### config.mk
export PLATFORM = sky130hd
export DESIGN_NAME = seg_line_reader
export DESIGN_NICKNAME = d
export VERILOG_FILES = /design/src/rtl/seg_line_reader.sv
export SDC_FILE = /design/constraint.sdc
export NUM_CORES = 1
export LEC_CHECK = 0
export BUFFER_PORTS_ARGS = -buffer_cell sky130_fd_sc_hd__buf_4
export CAP_MARGIN = 10
export CORE_ASPECT_RATIO = 0.5
export CORE_UTILIZATION = 50
export CTS_BUF_LIST = sky130_fd_sc_hd__clkbuf_8
export CTS_CLUSTER_SIZE = 8
export DETAILED_ROUTE_END_ITERATION = 8
export GPL_ROUTABILITY_DRIVEN = 1
export PLACE_DENSITY = 0.69
export REMOVE_ABC_BUFFERS = 1
export SYNTH_ARGS = -nofsm -noshare
export SYNTH_HDL_FRONTEND = slang
export SYNTH_SLANG_ARGS = --single-unit
### constraint.sdc
create_clock -name clk -period 4.2 [get_ports clk]
set_input_delay 0.42 -clock clk [delete_from_list [all_inputs] [get_ports clk]]
set_output_delay 0.42 -clock clk [all_outputs]
set_load 0.01 [all_outputs]
### src/rtl/seg_line_reader.sv
// Seven-segment line reader: debounces the segment pattern, decodes the eight legal glyphs
// to a 3-bit code and hands it over through a valid/ready holding register.
module seg_line_reader #(
  parameter int unsigned STABLE_CYCLES = 4
) (
  input  logic clk,
  input  logic reset,
  input  logic SEGA,
  input  logic SEGB,
  input  logic SEGC,
  input  logic SEGD,
  input  logic SEGE,
  input  logic SEGF,
  input  logic SEGG,
  input  logic out_ready,
  output logic A,
  output logic B,
  output logic C,
  output logic out_valid,
  output logic err,
  output logic overrun
);

  localparam logic StSettle = 1'b0;
  localparam logic StLocked = 1'b1;
  localparam logic [3:0] Stable = 4'(STABLE_CYCLES);

  logic [6:0] cap_q, prev_q, last_q;
  logic       primed_q, none_q;
  logic [3:0] cnt_q, cnt_d;
  logic       state_q, state_d;
  logic [2:0] code_q;
  logic       valid_q, err_q, ovr_q;

  logic       changed, accept, legal, new_pat, load;
  logic [2:0] dec_code;

  always_comb begin
    legal    = 1'b1;
    dec_code = 3'd0;
    unique case (cap_q)
      7'h00:   dec_code = 3'd0;
      7'h30:   dec_code = 3'd1;
      7'h6D:   dec_code = 3'd2;
      7'h79:   dec_code = 3'd3;
      7'h33:   dec_code = 3'd4;
      7'h5B:   dec_code = 3'd5;
      7'h5F:   dec_code = 3'd6;
      7'h70:   dec_code = 3'd7;
      default: legal    = 1'b0;
    endcase
  end

  // The first edge after reset only fills cap_q; its reset value is not a real capture.
  always_comb begin
    changed = (cap_q != prev_q);
    cnt_d   = cnt_q;
    state_d = state_q;
    accept  = 1'b0;
    if (!primed_q) begin
      cnt_d = 4'd0;
    end else if (state_q == StSettle) begin
      if (changed || cnt_q == 4'd0) begin
        cnt_d = 4'd1;
      end else if (cnt_q != 4'hF) begin
        cnt_d = cnt_q + 4'd1;
      end
      if (cnt_d == Stable) begin
        accept  = 1'b1;
        state_d = StLocked;
      end
    end else if (changed) begin
      state_d = StSettle;
      cnt_d   = 4'd1;
    end
  end

  assign new_pat = accept && (none_q || cap_q != last_q);
  assign load    = new_pat && legal;

  always_ff @(posedge clk) begin
    if (reset) begin
      cap_q    <= 7'h00;
      prev_q   <= 7'h00;
      last_q   <= 7'h00;
      primed_q <= 1'b0;
      none_q   <= 1'b1;
      cnt_q    <= 4'd0;
      state_q  <= StSettle;
      code_q   <= 3'd0;
      valid_q  <= 1'b0;
      err_q    <= 1'b0;
      ovr_q    <= 1'b0;
    end else begin
      cap_q    <= {SEGA, SEGB, SEGC, SEGD, SEGE, SEGF, SEGG};
      prev_q   <= cap_q;
      primed_q <= 1'b1;
      cnt_q    <= cnt_d;
      state_q  <= state_d;
      err_q    <= new_pat && !legal;
      if (new_pat) begin
        last_q <= cap_q;
        none_q <= 1'b0;
      end
      if (load) begin
        code_q  <= dec_code;
        valid_q <= 1'b1;
        if (valid_q && !out_ready) ovr_q <= 1'b1;
      end else if (valid_q && out_ready) begin
        valid_q <= 1'b0;
      end
    end
  end

  assign {A, B, C} = code_q;
  assign out_valid = valid_q;
  assign err       = err_q;
  assign overrun   = ovr_q;

endmodule

==> run summary, run 1 <==
Initial core utilization: 0.531
Critical R2R Launch: cap_q[3]$_SDFF_PP0_
Leak pwr: 0.000727 µW
Ys Warns: 0
CTS tree: yes
Via density: 5.22
Worst r2r path cells: 7
Root buffer cell: clkbuf_8
Worst Path Required: 4420 ps
Final wirelength: 2.77 mm
Largest fanout on the critical path: 12
Reg-to-reg slack, setup: 1620 ps
Die Area: 3460 µm²
Number of global-route vias before repair: 1092
Fin. Hold Viols: 0
Io pins: 16
Post-CTS Hold Fix Bufs: 0
Global route overflow: 0
Routability congestion estimate: 0.894
Crit Path Category: flop to flop
Worst Hold Path EP: cap_q[5]$_SDFF_PP0_
Post-synth EDFFs: 0
P_int: 543 µW
Synthesized instance count: 179
All-Layer GR Usage: 0.186
# rows: 14
# fillers: 261
Antenna-violating nets left: 0
Status: complete, no violations
Worst-path clk slew: 70 ps
I/O Buffers: 15
RSZ-0062 raised after global routing: false
Hold_ws: 342 ps
Logic pwr share: 0.064
Max cap viols: 0
Total chip power: 689 µW
Cell Area, Synth: 1610 µm²
Layout cells sized above 1: 0.148
Post-CTS Setup Bufs: 0
Yosys cell types: 38
Largest net degree at the start of global routing: 29
Area delta synth->final: 13.7%
Seq. cell area: 681 µm²
Clock sinks: 34
Worst Setup End Kind: flop
Relative slew slack: 0.584
Crit path buf inv count: 1
Sequential share of power: 0.498
Worst slew pin tran: 624 ps
Sum Neg Setup Slack: 0 ps
Final HPWL DP: 1.94 mm
Final setup viols: 0
Pins Over Slew Limit: 0
Post-route DRC: 0
Inserted Diodes: 0
Final Cycle Share: 0.615
Worst Setup Start Kind: flop
Die Width: 82.2 µm
Syn avg cell area: 8.99 µm²
Clk pwr share: 0.438
Via count: 1195
Hold WC Path Type: input port to flop
Clock Skews: 2.32 ps
Mean routed wirelength per cell: 12.1 µm
Area of the multi-input gates: 855 µm²
First-pass GRT wire length: 4.75 mm
Total CTS buffers: 5
Detailed Routing Iterations Pass 1: 6
Synth Register Bits: 34
Max VDD drop: 0.190 mV
Max stage delay on crit path: 640 ps
Psw: 146 µW
Min-delay src: SEGB
Pwr/cell area: 377 nW/µm²
CORE AREA: 3030 µm²
Initial DRC count: 51
CP cell instances: xnor2_2, nand3_2, a2111oi_4, nand4_1, buf_4, or4_1, a21oi_1
RR Endpoint: code_q[0]$_SDFFE_PP0P_
Primary FF master, synth: dfxtp_1
Hold depth: 2
CTS Buffer Depth: 2
Slowest-stage cell, CP: a2111oi_4
CTS H-tree lvls: 2
Sw Ratio: 0.212
Worst skew pair latency: 280 ps
Crit-path leading delay family: simple AND/OR/NAND/NOR gates
Register area share after synthesis: 0.423
Async SR Flop Fraction: 0
Fin nets: 201
Peak Freq: 0.387 GHz
# resized after CTS: 0
WP data arrival: 2800 ps
Initial antenna violation count: 0
Die Y: 42.1 µm
Min Tclk post-route: 2580 ps
[sequential cells by signal, indices dropped and copies added (netlist names)]
signal	count
last_q	7
cnt_q	4
state_q	1
out_valid	1
primed_q	1
none_q	1
err	1
code_q	3
cap_q	7
overrun	1
prev_q	7
[Yosys cell counts, types with 2 or more instances]
cell | count | area, µm²
a21oi_1 | 12 | 60.1
o21ai_1 | 5 | 25.0
a211oi_1 | 2 | 15.0
nor2b_1 | 17 | 106
nand2_1 | 16 | 60.1
dfxtp_1 | 34 | 681
a21o_1 | 2 | 15.0
mux2i_1 | 5 | 50.1
buf_2 | 8 | 40.0
nor3_1 | 5 | 25.0
xnor2_1 | 5 | 43.8
a311oi_1 | 2 | 17.5
o21a_1 | 2 | 15.0
nand3_1 | 5 | 25.0
ha_1 | 2 | 25.0
xnor2_2 | 2 | 32.5
nand4_1 | 4 | 25.0
nor4_1 | 3 | 18.8
clkbuf_1 | 4 | 15.0
nor2_1 | 8 | 30.0
nand2b_1 | 6 | 37.5
inv_1 | 3 | 11.3
o21ai_0 | 2 | 10.0
nor3b_1 | 2 | 15.0
xor2_1 | 10 | 87.6
[final cells by class]
type	count	area share
clock buffers	6	0.0451
clock inverters	1	0.0164
inverters	3	0.00616
multi-input cells	129	0.467
flip-flops and latches	34	0.372
well taps	40	0.0274
repair buffers	16	0.0657
[per-layer routing]
layer / wire, µm / track usage / vias to the layer above
li1: - / - / 628
met1: 1460 / 0.235 / 548
met2: 1190 / 0.289 / 14
met3: 89 / 0.0717 / 5
met4: 29 / 0.0632 / 0
met5: 0 / 0 / -
[cell families (layout without fill, tap and decap cells)]
kind of cell	after synthesis	after routing	share of synthesized area
and+or+nand+nor	73	73	0.247
muxes	5	5	0.0311
DFF	34	34	0.423
xor gates and xnor gates	17	17	0.102
adders and majority gates	2	2	0.0155
AOI/OAI and AO/OA	32	32	0.135
buffers and inverters	16	26	0.0459
[through the flow]
step           cells   util  instance area [µm²]  worst slack (ps)
6_report         229  0.604                 1830              1620
5_1_grt          229  0.604                 1830              1440
4_1_cts          229  0.604                 1830              1630
3_5_place_dp     222  0.566                 1720              1650
3_3_place_gp     222  0.566                 1720              1730
2_1_floorplan    166      -                 1550              1620
[how the worst max path moves through the flow]
| stage | start | to | cells past startpoint |
|---|---|---|---|
| 4_1_cts | cap_q[3]$_SDFF_PP0_ | code_q[0]$_SDFFE_PP0P_ | 7 |
| 5_1_grt | cap_q[1]$_SDFF_PP0_ | code_q[0]$_SDFFE_PP0P_ | 7 |
| 3_5_place_dp | cap_q[5]$_SDFF_PP0_ | code_q[0]$_SDFFE_PP0P_ | 7 |
| 2_1_floorplan | cap_q[3]$_SDFF_PP0_ | code_q[0]$_SDFFE_PP0P_ | 6 |
| 3_3_place_gp | cap_q[5]$_SDFF_PP0_ | code_q[0]$_SDFFE_PP0P_ | 7 |
| 6_report | cap_q[3]$_SDFF_PP0_ | code_q[0]$_SDFFE_PP0P_ | 7 |
[cells in the final DEF, fill, tap and decap left out, types with 3 or more instances in the layout]
master / n
clkbuf_8: 6
nand2_1: 16
nand2b_1: 6
nand4_1: 4
nand3_1: 5
xnor2_1: 5
xor2_1: 10
nor2_1: 8
o21ai_1: 5
nor4_1: 3
buf_4: 16
a21oi_1: 12
inv_1: 3
mux2i_1: 5
nor2b_1: 17
nor3_1: 5
dfxtp_1: 34
[power groups by stage]
stage	combinational (µW)	clock [µW]	sequential, µW
after global placement	43.2	0	351
final	43.9	302	344
after detailed placement	44.2	0	351
after global routing	49.5	324	345
after CTS	44.3	310	344
after floorplan	30.3	0	347
(Power assumes the default switching activity.)
==> inputs of run 2 (changes only) <==
Clock period 4.2 ns to 2.68 ns, I/O delays scaled along.
==> run summary, run 2 (synthesized netlist as in run 1, its figures left out) <==
Status: finished with violations
Worst slew pin tran: 436 ps (-188 ps)
Sum Neg Setup Slack: 0 ps (unchanged)
P_int: 824 µW (+52%)
First-pass GRT wire length: 4.67 mm (-1.7%)
Via count: 1224 (+2.4%)
Final Util: 0.604 (about the same)
Fin. Hold Viols: 0 (unchanged)
RSZ-0062 raised after global routing: false
Relative slew slack: 0.709 (+0.125)
Area delta synth->final: 13.8% (about the same)
Commonest cells after routing, fill and taps aside: dfxtp_1, nor2b_1, buf_4
# fillers: 257 (-1.5%)
Sequential share of power: 0.509 (+0.011)
Die Width: 82.2 µm (unchanged)
Regs by FF count: cap_q: 7 flops, last_q: 7 flops, prev_q: 7 flops
CORE AREA: 3030 µm² (unchanged)
CTS tree: yes
Hold WC Path Type: input port to flop
Final std cells w/o fill: 231 (+0.87%)
WP data arrival: 2350 ps (-450 ps)
Fin nets: 202 (+0.50%)
Initial core utilization: 0.531 (unchanged)
Worst skew pair latency: 280 ps (about the same)
Clk pwr share: 0.424 (-0.014)
Root buffer cell: clkbuf_8
Placed Cells incl. Taps: 223 (+0.45%)
# resized after CTS: 0 (unchanged)
Largest fanout on the critical path: 7 (-5)
Logic pwr share: 0.067 (+0.003)
# rows: 14 (unchanged)
Area post-placement: 1720 µm² (+0.44%)
Global route overflow: 0 (unchanged)
Worst Setup Start Kind: flop
Worst Setup End Kind: flop
Inserted Diodes: 0 (unchanged)
Hold_ws: 191 ps (-151 ps)
Clock Skews: 2.72 ps (+0.401 ps)
CTS Buffer Depth: 2 (unchanged)
Psw: 235 µW (+61%)
Final HPWL DP: 2.05 mm (+5.7%)
I/O Buffers: 15 (unchanged)
Io pins: 16 (unchanged)
Design area: 1830 µm² (about the same)
Pwr/cell area: 579 nW/µm² (+54%)
Mean routed wirelength per cell: 12.8 µm (+5.7%)
Commonest non-fill, non-tap cell in the layout: dfxtp_1
Initial antenna violation count: 0 (unchanged)
Post-CTS Setup Bufs: 0 (unchanged)
Final wirelength: 2.95 mm (+6.6%)
Largest net degree at the start of global routing: 29 (unchanged)
Final Cycle Share: 0.798 (+0.183)
Max VDD drop: 0.312 mV (+64%)
Detailed Routing Iterations Pass 1: 6 (unchanged)
Crit Path Category: flop to flop
Post-CTS Hold Fix Bufs: 0 (unchanged)
Post-route DRC: 1 (+1)
Antenna-violating nets left: 0 (unchanged)
Sw Ratio: 0.222 (+0.00949)
CTS H-tree lvls: 2 (unchanged)
Min Tclk post-route: 2140 ps (-445 ps)
Layout cells sized above 1: 0.147 (-0.00155)
Number of global-route vias before repair: 1046 (-4.2%)
Routability congestion estimate: 0.836 (-6.5%)
Max cap viols: 0 (unchanged)
All-Layer GR Usage: 0.187 (+0.00111)
Die Area: 3460 µm² (unchanged)
Worst-path clk slew: 70 ps (about the same)
Total CTS buffers: 5 (unchanged)
Clock sinks: 34 (unchanged)
Peak Freq: 0.468 GHz (+21%)
Failing checks: DRC
Leak pwr: 0.000736 µW (+1.2%)
Final setup viols: 0 (unchanged)
Pins Over Slew Limit: 0 (unchanged)
Initial DRC count: 51 (unchanged)
Via density: 5.30 (+1.5%)
Worst Path Required: 2900 ps (-1520 ps)
Die Y: 42.1 µm (unchanged)
[run 2: cell types whose count changed in the layout (fill, tap and decap cells not counted), sizes merged]
cell | previous run | this run
inv | 3 | 5
buf | 16 | 17
clkbuf | 6 | 5
[run 2: worst max-delay path, stage by stage, from the launching register on]
cell	delay, ps
dfxtp_1	370
ha_1	300
or3_1	410
o21ai_1	180
nand4_1	170
or4_1	480
a21oi_1	150
[run 2: stage by stage]
stage	setup WS [ps]	total power, µW
floorplan	102	592
global placement	622	618
detailed placement	564	621
CTS	550	1070
global route	387	1100
finish	542	1060
[run 2: path summary, 6_finish.rpt]
kind | from | end | slack [ps] | cells past startpoint
worst max-delay path | cnt_q[0]$_SDFFE_PP0P_ | code_q[0]$_SDFFE_PP0P_ | 540 | 6
worst min-delay path | SEGA | cap_q[6]$_SDFF_PP0_ | 190 | 2
worst max register to register | cnt_q[0]$_SDFFE_PP0P_ | code_q[0]$_SDFFE_PP0P_ | 540 | 6
worst min register to register | none_q$_SDFFE_PP1P_ | none_q$_SDFFE_PP1P_ | 460 | 2
[run 2: layout make-up]
| class | count | area, µm² | share of cell area |
|---|---|---|---|
| clock inverter | 3 | 37.5 | 0.0205 |
| inverter | 3 | 11.3 | 0.00615 |
| multi-input combinational | 129 | 855 | 0.467 |
| clock buffer | 5 | 68.8 | 0.0376 |
| sequential | 34 | 681 | 0.372 |
| tap | 40 | 50.0 | 0.0273 |
| timing repair buffer | 17 | 128 | 0.0697 |
[run 2: power groups by stage]
stage	clock [µW]	sequential [µW]	combinational [µW]
3_3_place_gp	0	550	68.8
3_5_place_dp	0	550	70.7
6_report	449	539	70.9
5_1_grt	483	541	77.0
4_1_cts	462	538	71.1
2_1_floorplan	0	544	47.5
[run 2: layer usage]
metal	GRT usage	share of wire
met4	0.0737	0.0071
met1	0.251	0.53
met3	0.0717	0.038
met5	0	0
met2	0.269	0.43
